File: config.mk
export PLATFORM = sky130hd
export DESIGN_NAME = alu_op_decoder
export DESIGN_NICKNAME = d
export VERILOG_FILES = /design/src/rtl/alu_op_decoder.sv
export SDC_FILE = /design/constraint.sdc
export NUM_CORES = 1
export LEC_CHECK = 0
export BUFFER_PORTS_ARGS = -buffer_cell sky130_fd_sc_hd__buf_2
export CAP_MARGIN = 20
export CORE_MARGIN = 5
export CORE_UTILIZATION = 48
export DETAILED_ROUTE_END_ITERATION = 8
export GPL_TIMING_DRIVEN = 0
export HOLD_SLACK_MARGIN = 0.08
export PLACE_DENSITY = 0.78
export SETUP_SLACK_MARGIN = 0.02
export SLEW_MARGIN = 20
export SYNTH_ARGS = -nofsm -noshare
export SYNTH_HDL_FRONTEND = slang
export SYNTH_SLANG_ARGS = --single-unit
File: constraint.sdc
create_clock -name clk -period 3.6 [get_ports clk]
set_input_delay 0.18 -clock clk [delete_from_list [all_inputs] [get_ports clk]]
set_output_delay 0.18 -clock clk [all_outputs]
set_load 0.05 [all_outputs]
File: src/rtl/alu_op_decoder.sv
// alu_op_decoder: RV32I decode into ALU src1/src2/func plus branch/jump target, held in a one-entry valid/ready slot
module alu_op_decoder #(
  parameter logic [31:0] RESET_PC = 32'h0000_0000
) (
  input  logic        clk,
  input  logic        reset,
  input  logic        flush_i,
  input  logic        in_valid_i,
  output logic        in_ready_o,
  input  logic [31:0] instr_i,
  input  logic [31:0] pc_i,
  input  logic [31:0] rs1_data_i,
  input  logic [31:0] rs2_data_i,
  output logic        out_valid_o,
  input  logic        out_ready_i,
  output logic [31:0] src1_o,
  output logic [31:0] src2_o,
  output logic [3:0]  func_o,
  output logic [31:0] target_o,
  output logic [31:0] pc_o,
  output logic [4:0]  rd_o,
  output logic        illegal_o
);
  localparam logic [3:0] F_ADD = 4'b0000, F_SUB = 4'b0001, F_XOR = 4'b0010, F_OR = 4'b0011,
                         F_AND = 4'b0100, F_SLTU = 4'b0101, F_SLT = 4'b0110, F_SLL = 4'b0111,
                         F_SRL = 4'b1000, F_SRA = 4'b1001, F_EQ = 4'b1010, F_NE = 4'b1011,
                         F_GEU = 4'b1100, F_GE = 4'b1101, F_PC4 = 4'b1110, F_PASS = 4'b1111;
  logic [6:0]  opc, f7;
  logic [2:0]  f3;
  logic [4:0]  rd;
  logic        shift, alt_ok;
  logic [31:0] i_imm, s_imm, b_imm, u_imm, j_imm, sh_imm;
  logic [31:0] src1_d, src2_d, target_d;
  logic [3:0]  func_d;
  logic [4:0]  rd_d;
  logic        illegal_d, valid_d, load;
  logic [31:0] src1_q, src2_q, target_q, pc_q;
  logic [3:0]  func_q;
  logic [4:0]  rd_q;
  logic        illegal_q, valid_q;
  assign opc    = instr_i[6:0];
  assign rd     = instr_i[11:7];
  assign f3     = instr_i[14:12];
  assign f7     = instr_i[31:25];
  assign shift  = f3[1:0] == 2'b01;
  // funct7 may only be all-zero, or 0100000 for the SUB/SRA slot (funct3 000 for OP, 101 for both)
  assign alt_ok = f7 == 7'b0000000 || (f7 == 7'b0100000 && f3[1:0] == 2'b01 ? f3[2] : f7 == 7'b0100000 && f3 == 3'b000);
  assign i_imm  = {{20{instr_i[31]}}, instr_i[31:20]};
  assign s_imm  = {{20{instr_i[31]}}, instr_i[31:25], instr_i[11:7]};
  assign b_imm  = {{19{instr_i[31]}}, instr_i[31], instr_i[7], instr_i[30:25], instr_i[11:8], 1'b0};
  assign u_imm  = {instr_i[31:12], 12'b0};
  assign j_imm  = {{11{instr_i[31]}}, instr_i[31], instr_i[19:12], instr_i[20], instr_i[30:21], 1'b0};
  assign sh_imm = {27'b0, instr_i[24:20]};
  function automatic logic [3:0] alu_f(input logic [2:0] f, input logic alt);
    case (f)
      3'b000:  return alt ? F_SUB : F_ADD;
      3'b001:  return F_SLL;
      3'b010:  return F_SLT;
      3'b011:  return F_SLTU;
      3'b100:  return F_XOR;
      3'b101:  return alt ? F_SRA : F_SRL;
      3'b110:  return F_OR;
      default: return F_AND;
    endcase
  endfunction
  function automatic logic [3:0] br_f(input logic [2:0] f);
    case (f)
      3'b000:  return F_EQ;
      3'b001:  return F_NE;
      3'b100:  return F_SLT;
      3'b101:  return F_GE;
      3'b110:  return F_SLTU;
      3'b111:  return F_GEU;
      default: return F_PASS;
    endcase
  endfunction
  always_comb begin
    src1_d    = '0;
    src2_d    = '0;
    target_d  = '0;
    func_d    = F_PASS;
    rd_d      = '0;
    illegal_d = 1'b0;
    case (opc)
      7'b0110011: begin
        src1_d    = rs1_data_i;
        src2_d    = rs2_data_i;
        func_d    = alu_f(f3, f7[5]);
        rd_d      = rd;
        illegal_d = !(f7 == 7'b0000000 || (f7 == 7'b0100000 && (f3 == 3'b000 || f3 == 3'b101)));
      end
      7'b0010011: begin
        src1_d    = rs1_data_i;
        src2_d    = shift ? sh_imm : i_imm;
        func_d    = alu_f(f3, shift & f7[5]);
        rd_d      = rd;
        illegal_d = shift && !alt_ok;
      end
      7'b0000011: begin
        src1_d = rs1_data_i;
        src2_d = i_imm;
        func_d = F_ADD;
        rd_d   = rd;
      end
      7'b0100011: begin
        src1_d = rs1_data_i;
        src2_d = s_imm;
        func_d = F_ADD;
      end
      7'b0110111: begin
        src2_d = u_imm;
        rd_d   = rd;
      end
      7'b0010111: begin
        src1_d = pc_i;
        src2_d = u_imm;
        func_d = F_ADD;
        rd_d   = rd;
      end
      7'b1101111: begin
        src1_d   = pc_i;
        func_d   = F_PC4;
        target_d = pc_i + j_imm;
        rd_d     = rd;
      end
      7'b1100111: begin
        src1_d   = pc_i;
        func_d   = F_PC4;
        target_d = (rs1_data_i + i_imm) & ~32'd1;
        rd_d     = rd;
      end
      7'b1100011: begin
        src1_d    = rs1_data_i;
        src2_d    = rs2_data_i;
        func_d    = br_f(f3);
        target_d  = pc_i + b_imm;
        illegal_d = f3[2:1] == 2'b01;
      end
      default: illegal_d = 1'b1;
    endcase
    if (illegal_d) begin
      src1_d   = '0;
      src2_d   = '0;
      target_d = '0;
      func_d   = F_PASS;
      rd_d     = '0;
    end
  end
  always_comb begin
    in_ready_o = !valid_q | out_ready_i;
    load       = in_valid_i & in_ready_o & !flush_i;
    valid_d    = flush_i ? 1'b0 : load ? 1'b1 : out_ready_i ? 1'b0 : valid_q;
  end
  always_ff @(posedge clk or posedge reset) begin
    if (reset) begin
      valid_q   <= 1'b0;
      src1_q    <= '0;
      src2_q    <= '0;
      func_q    <= F_ADD;
      target_q  <= '0;
      pc_q      <= RESET_PC;
      rd_q      <= '0;
      illegal_q <= 1'b0;
    end else begin
      valid_q <= valid_d;
      if (load) begin
        src1_q    <= src1_d;
        src2_q    <= src2_d;
        func_q    <= func_d;
        target_q  <= target_d;
        pc_q      <= pc_i;
        rd_q      <= rd_d;
        illegal_q <= illegal_d;
      end
    end
  end
  assign out_valid_o = valid_q;
  assign src1_o      = src1_q;
  assign src2_o      = src2_q;
  assign func_o      = func_q;
  assign target_o    = target_q;
  assign pc_o        = pc_q;
  assign rd_o        = rd_q;
  assign illegal_o   = illegal_q;
endmodule

After elaboration in Yosys (flattened, before gate mapping) --
Cells that the tools add are included.
Storage, ports and cells: register bits 139, word-level logic and storage cells 79
Cells by class: $add $sub $neg 3, equality and inequality tests 19, muxes and demuxes 23, bitwise operators 4, reduce and logical (&&, ||, !) cells 22
Operators with widths (number):
- $pmux W32 S5 | 1
- $mux W32 | 4
- $add A32 B32 Y32 | 3
- $pmux W32 S3 | 1
- $pmux W32 S2 | 1
- $pmux W4 S7 | 2
- $eq A7 B6 Y1 const B | 4
- $pmux W4 S6 | 1
- $eq A7 B7 Y1 const B | 3
- $pmux W4 S5 | 1
- $eq A7 B5 Y1 const B | 2
- $eq A3 B3 Y1 const B | 4
- $mux W5 | 2
- $mux W1 | 8
- $eq A7 B2 Y1 const B | 1
- $logic_not A7 Y1 | 1
- $reduce_or A7 Y1 | 1
- $eq A3 B2 Y1 const B | 2
- $reduce_or A2 Y1 | 3
- $reduce_or A3 Y1 | 2
- $reduce_or A6 Y1 | 1
- $reduce_or A5 Y1 | 1
- $eq A2 B1 Y1 const B | 2
- $logic_and A1 B1 Y1 | 4
- 9 further kinds | 16

Logic depth before layout (Yosys ltp) --
depth after elaboration 8, gate-level depth with buffers 18, depth with buffers taken out 16

Worst setup path after synthesis --
Ideal clock, no wire load.
kind input to register, start point input port instr_i[5], end point register target_q[31] (netlist: target_o[31]), library setup time 0.141 ns, arrival 3.076 ns, setup slack 0.383 ns, cell stages on the path 18, path through nor2b_1 -> buf_2 -> nand3_1 -> clkbuf_1 -> nand2_1 -> nand2_1 -> ha_1 -> inv_1 -> fa_1 -> nand2b_1 -> a21o_1 -> a31o_1 -> a21oi_1 -> a21o_1 -> nand2_1 -> o211ai_1 -> xnor2_1 -> o221ai_1
On the way: cells in the longest elaborated chain, start to end 4, elaborated cells on any way between the ends 13, those cells by class eq/ne: 9; mux: 3; reduce/logical: 1
Ends and longest elaborated chain:
- from (decl) | RTL line 10 | input logic [31:0] instr_i,
- $eq A7 B7 Y1 (tied with other cells) | RTL line 84 | case (opc)
- $reduce_or A6 Y1 (no line)
- $pmux W1 S4 | RTL line 84
- $mux W32 * | RTL line 141 | if (illegal_d) begin
- to (signal assigned) | RTL line 170 | target_q <= target_d;
- to (decl) | RTL line 37 | logic [31:0] src1_q, src2_q, target_q, pc_q;
Every way passes the cells marked *; elsewhere a longest branch is shown, timed or not. A chain may end at the register's enable or synchronous reset.

Final worst setup path --
Same ends and word-level chain as after synthesis.

==> results.md <==
- Setup slack after layout: 185 ps
- FILL cells: roughly 1600
- Critical path fanouts, max: 10
- Reg clk slew, reported paths: 60 ps
- WL/cell: between 20 and 25 microns
- Hold Fails Final Rpt: 0
- Finish-stage setup viols: 0
- Part of the cycle the worst path needs: 94.9%
- Max Cap Viol: 0
- EDFF count, synth: 0
- CP cell instances: buf_2, nor2b_1, buf_2, nand3_2, clkbuf_2, nand2_1, nand2_1, ha_1, inv_1, fa_1, nand2b_1, a21o_1, a31o_1, a21oi_2, a21o_1, nand2_1, o211ai_1, xnor2_1, o221ai_1
- Vias in the first global route: 10400
- Seq cells post-synth: ~140
- Storage element area: ~3500 sq um
- Cell count after synthesis: about 1100
- Layout Cells excl Fill: approximately 1800
- Final HPWL DP: 27.2 mm
- Synth Area in Simple Gates: approximately 17%
- Post-CTS Setup Bufs: 0
- First-pass iteration count of the detailed router: 5
- Syn_nets: 1317
- Outcome: complete, no violations
- Top Family by Delay on Critical Path: compound AO/OA/AOI/OAI gates
- Distinct cells, synth: 67
- Clk buf depth: 2
- Clk sinks: 139
- Clock tree from TritonCTS: built
- WP buf/inv: 4
- Min cycle time layout: approximately 3400 ps
- Row count: between 50 and 60
- DR iter-0 viols: 641
- Initial antenna violation count: 3
- H-tree depth: 4
- Area of the multi-input gates: 5680 sq um
- Initial core utilization: 48.7%
- Crit-path max cell delay: ~370 ps
- PD cells: about 400 nW/um^2
- Xor-xnor portion of the synthesized cell area: 4.99%
- Vias per cell: 5.89
- DRC: 0
- Post-synthesis mux area share: 0.317%
- Fmax: between 0.2 and 0.3 GHz
- Chip width: approximately 150 microns
- Routed Antenna Nets: 0
- Num CTS Buffers: 17
- Pin count of the biggest net entering global routing: 38
- Slowest CP cell: fa_1
- Power Total: 4950 uW
- Ports: 273
- Worst skew pair latency: roughly 430 ps
- DIE HEIGHT: roughly 150 microns
- Post-synthesis cell area: approximately 9500 sq um
- Ys async rst share: between 90% and 100%
- Sequential fraction of the synthesis area: a little under two fifths
- Crit end category: flip-flop
- First-pass GRT wire length: between 50 and 60 mm
- Port Buffers: around 270
- Number of placed instances, taps included: roughly 1700
- Synth Area in Adders: 8.85%
- Unrepaired setup endpoints after global routing: no
- Synthesized area per cell: 8.46 sq um
- Primary FF master, synth: dfrtp_1
- Fin Clk Skew: ~7.3 ps
- Crit path arrival time: about 3700 ps
- Pleak: 0.00609 uW
- Final core occ: roughly 65%
- Final WL: 36.4 mm
- Root Driver: clkbuf_16
- Die Footprint: about 23000 sq um
- Nets: approximately 1700
- Worst slew pin tran: between 800 and 900 ps
- Place WS: -568 ps
- Vias: about 10000
- Gr usage total: between 30% and 40%
- Worst path required time: approximately 3900 ps
- GR Overflow Total: 0
- Area Overhead vs Synth: 33.7%
- Most used cell, CP: nand2_1
- Fraction of layout cells with a size suffix above 1: between 20% and 30%
- Warnings from Yosys: 0
- Critical path class: input port to flip-flop
- Worst min path class: input port to flip-flop
- Core area: 19500 sq um
- Fin. max-slew vios: 0
- GP Congestion: a little under 1
- CP Launch Type: input port
- Compound-cell area share of the yosys netlist: between 20 and 30%
- Main combinational cell family by area after synthesis: compound AO/OA/AOI/OAI gates
- Max-slew headroom: 41.5%
- Maximum VDD drop: 0.000332 V
[kinds of logic (layout without fill, tap and decap cells)]
group | count (synthesis) | after routing
other | 0 | 2
muxes | 3 | 3
xor gates and xnor gates | 54 | 54
buffers and inverters | 86 | 467
DFF | 139 | 139
AOI/OAI and AO/OA | 392 | 392
adders and majority gates | 66 | 66
and+or+nand+nor | 379 | 379
[stage by stage]
stage,hold WS [ps],setup TNS (ps),cell area [sq um]
CTS,84.7,0,12600
detailed placement,290,-4070,11200
global placement,356,-3260,11200
finish,92.3,0,12700
global route,99.1,0,12700
floorplan,246,0,9470
[path summary, 6_finish.rpt]
check / from / to / slack, ps / depth (start not counted)
worst min-delay path: rs2_data_i[19] / src2_o[19] / 90 / 3
worst max register to register: out_valid_o / src2_o[5] / 780 / 8
worst max-delay path: instr_i[5] / target_o[31] / 180 / 19
worst min register to register: pc_o[28] / pc_o[28] / 470 / 2
min in group asynchronous: reset / src2_o[1] / 380 / 3
max in group asynchronous: reset / src1_o[14] / 2370 / 5
[synthesized netlist by cell type (all sizes together) (9+ instances only)]
master  count  share of area, %
clkbuf     53               2.1
a21oi      69               3.8
dfrtp     139                37
a221oi     24               2.7
a21o       34               2.8
nor2       54               2.2
nor3        9              0.53
ha         63               8.3
o21ai      96               5.2
inv        24              0.95
o211ai     10              0.79
buf         9              0.44
nand2     245               9.7
nand2b     10              0.66
nand3      16              0.95
a22oi      63               5.0
nand4       9              0.59
o31ai      36               2.9
xnor2      34               3.1
xor2       20               1.8
[power by group]
part / internal, uW / switching (uW)
sequential: 1620 / 30.3
combinational: 464 / 865
clock: 1200 / 769
[per-layer routing]
layer	wire length, microns	track usage, %	share of wire (%)	vias up
li1	-	-	-	4811
met1	14200	38.3	39	4935
met2	16700	51.4	46	535
met3	3470	8.79	9.5	128
met4	1930	16.9	5.3	2
met5	11	0	0.030	-
[state kept, by name, summed over array words and instances (netlist names)]
name,count
func_o,4
src1_o,32
src2_o,32
rd_o,5
pc_o,32
target_o,32
illegal_o,1
out_valid_o,1
[layout by cell type (no fill, tap or decap), types with 23 or more instances in the layout]
| cell type | count |
|---|---|
| xnor2_1 | 34 |
| ha_1 | 63 |
| inv_1 | 23 |
| o21ai_1 | 59 |
| buf_2 | 278 |
| dlygate4sd3_1 | 74 |
| a21o_1 | 33 |
| o31ai_1 | 36 |
| nand2_1 | 244 |
| dfrtp_1 | 139 |
| nor2_1 | 52 |
| a21oi_1 | 65 |
| a22oi_1 | 63 |
| o21ai_0 | 35 |
| clkbuf_1 | 51 |
[area by class of cell]
| class | instances | share of cell area, % |
|---|---|---|
| multi-input combinational | 894 | 44.9 |
| tap | 265 | 2.62 |
| buffer | 61 | 1.88 |
| sequential | 139 | 27.5 |
| timing repair buffer | 350 | 17.2 |
| clock inverter | 14 | 1.64 |
| antenna | 2 | 0.0395 |
| clock buffer | 18 | 3.47 |
| inverter | 24 | 0.741 |
[worst register-to-register path: cells and delay by family, from the launching register on]
family / cells / cell delay (ps)
flops: 1 / 330
simple gates: 3 / 460
buf+inv: 4 / 1840
compound gates: 1 / 110
[what timing repair did]
item                                    4_1_cts  5_1_grt
hold buffers                                 74        0
resized for setup                             2        3
endpoints found under the hold margin        93        0
endpoints found under the setup margin        2        6
Note: power is estimated with default switching activity, not from simulation.
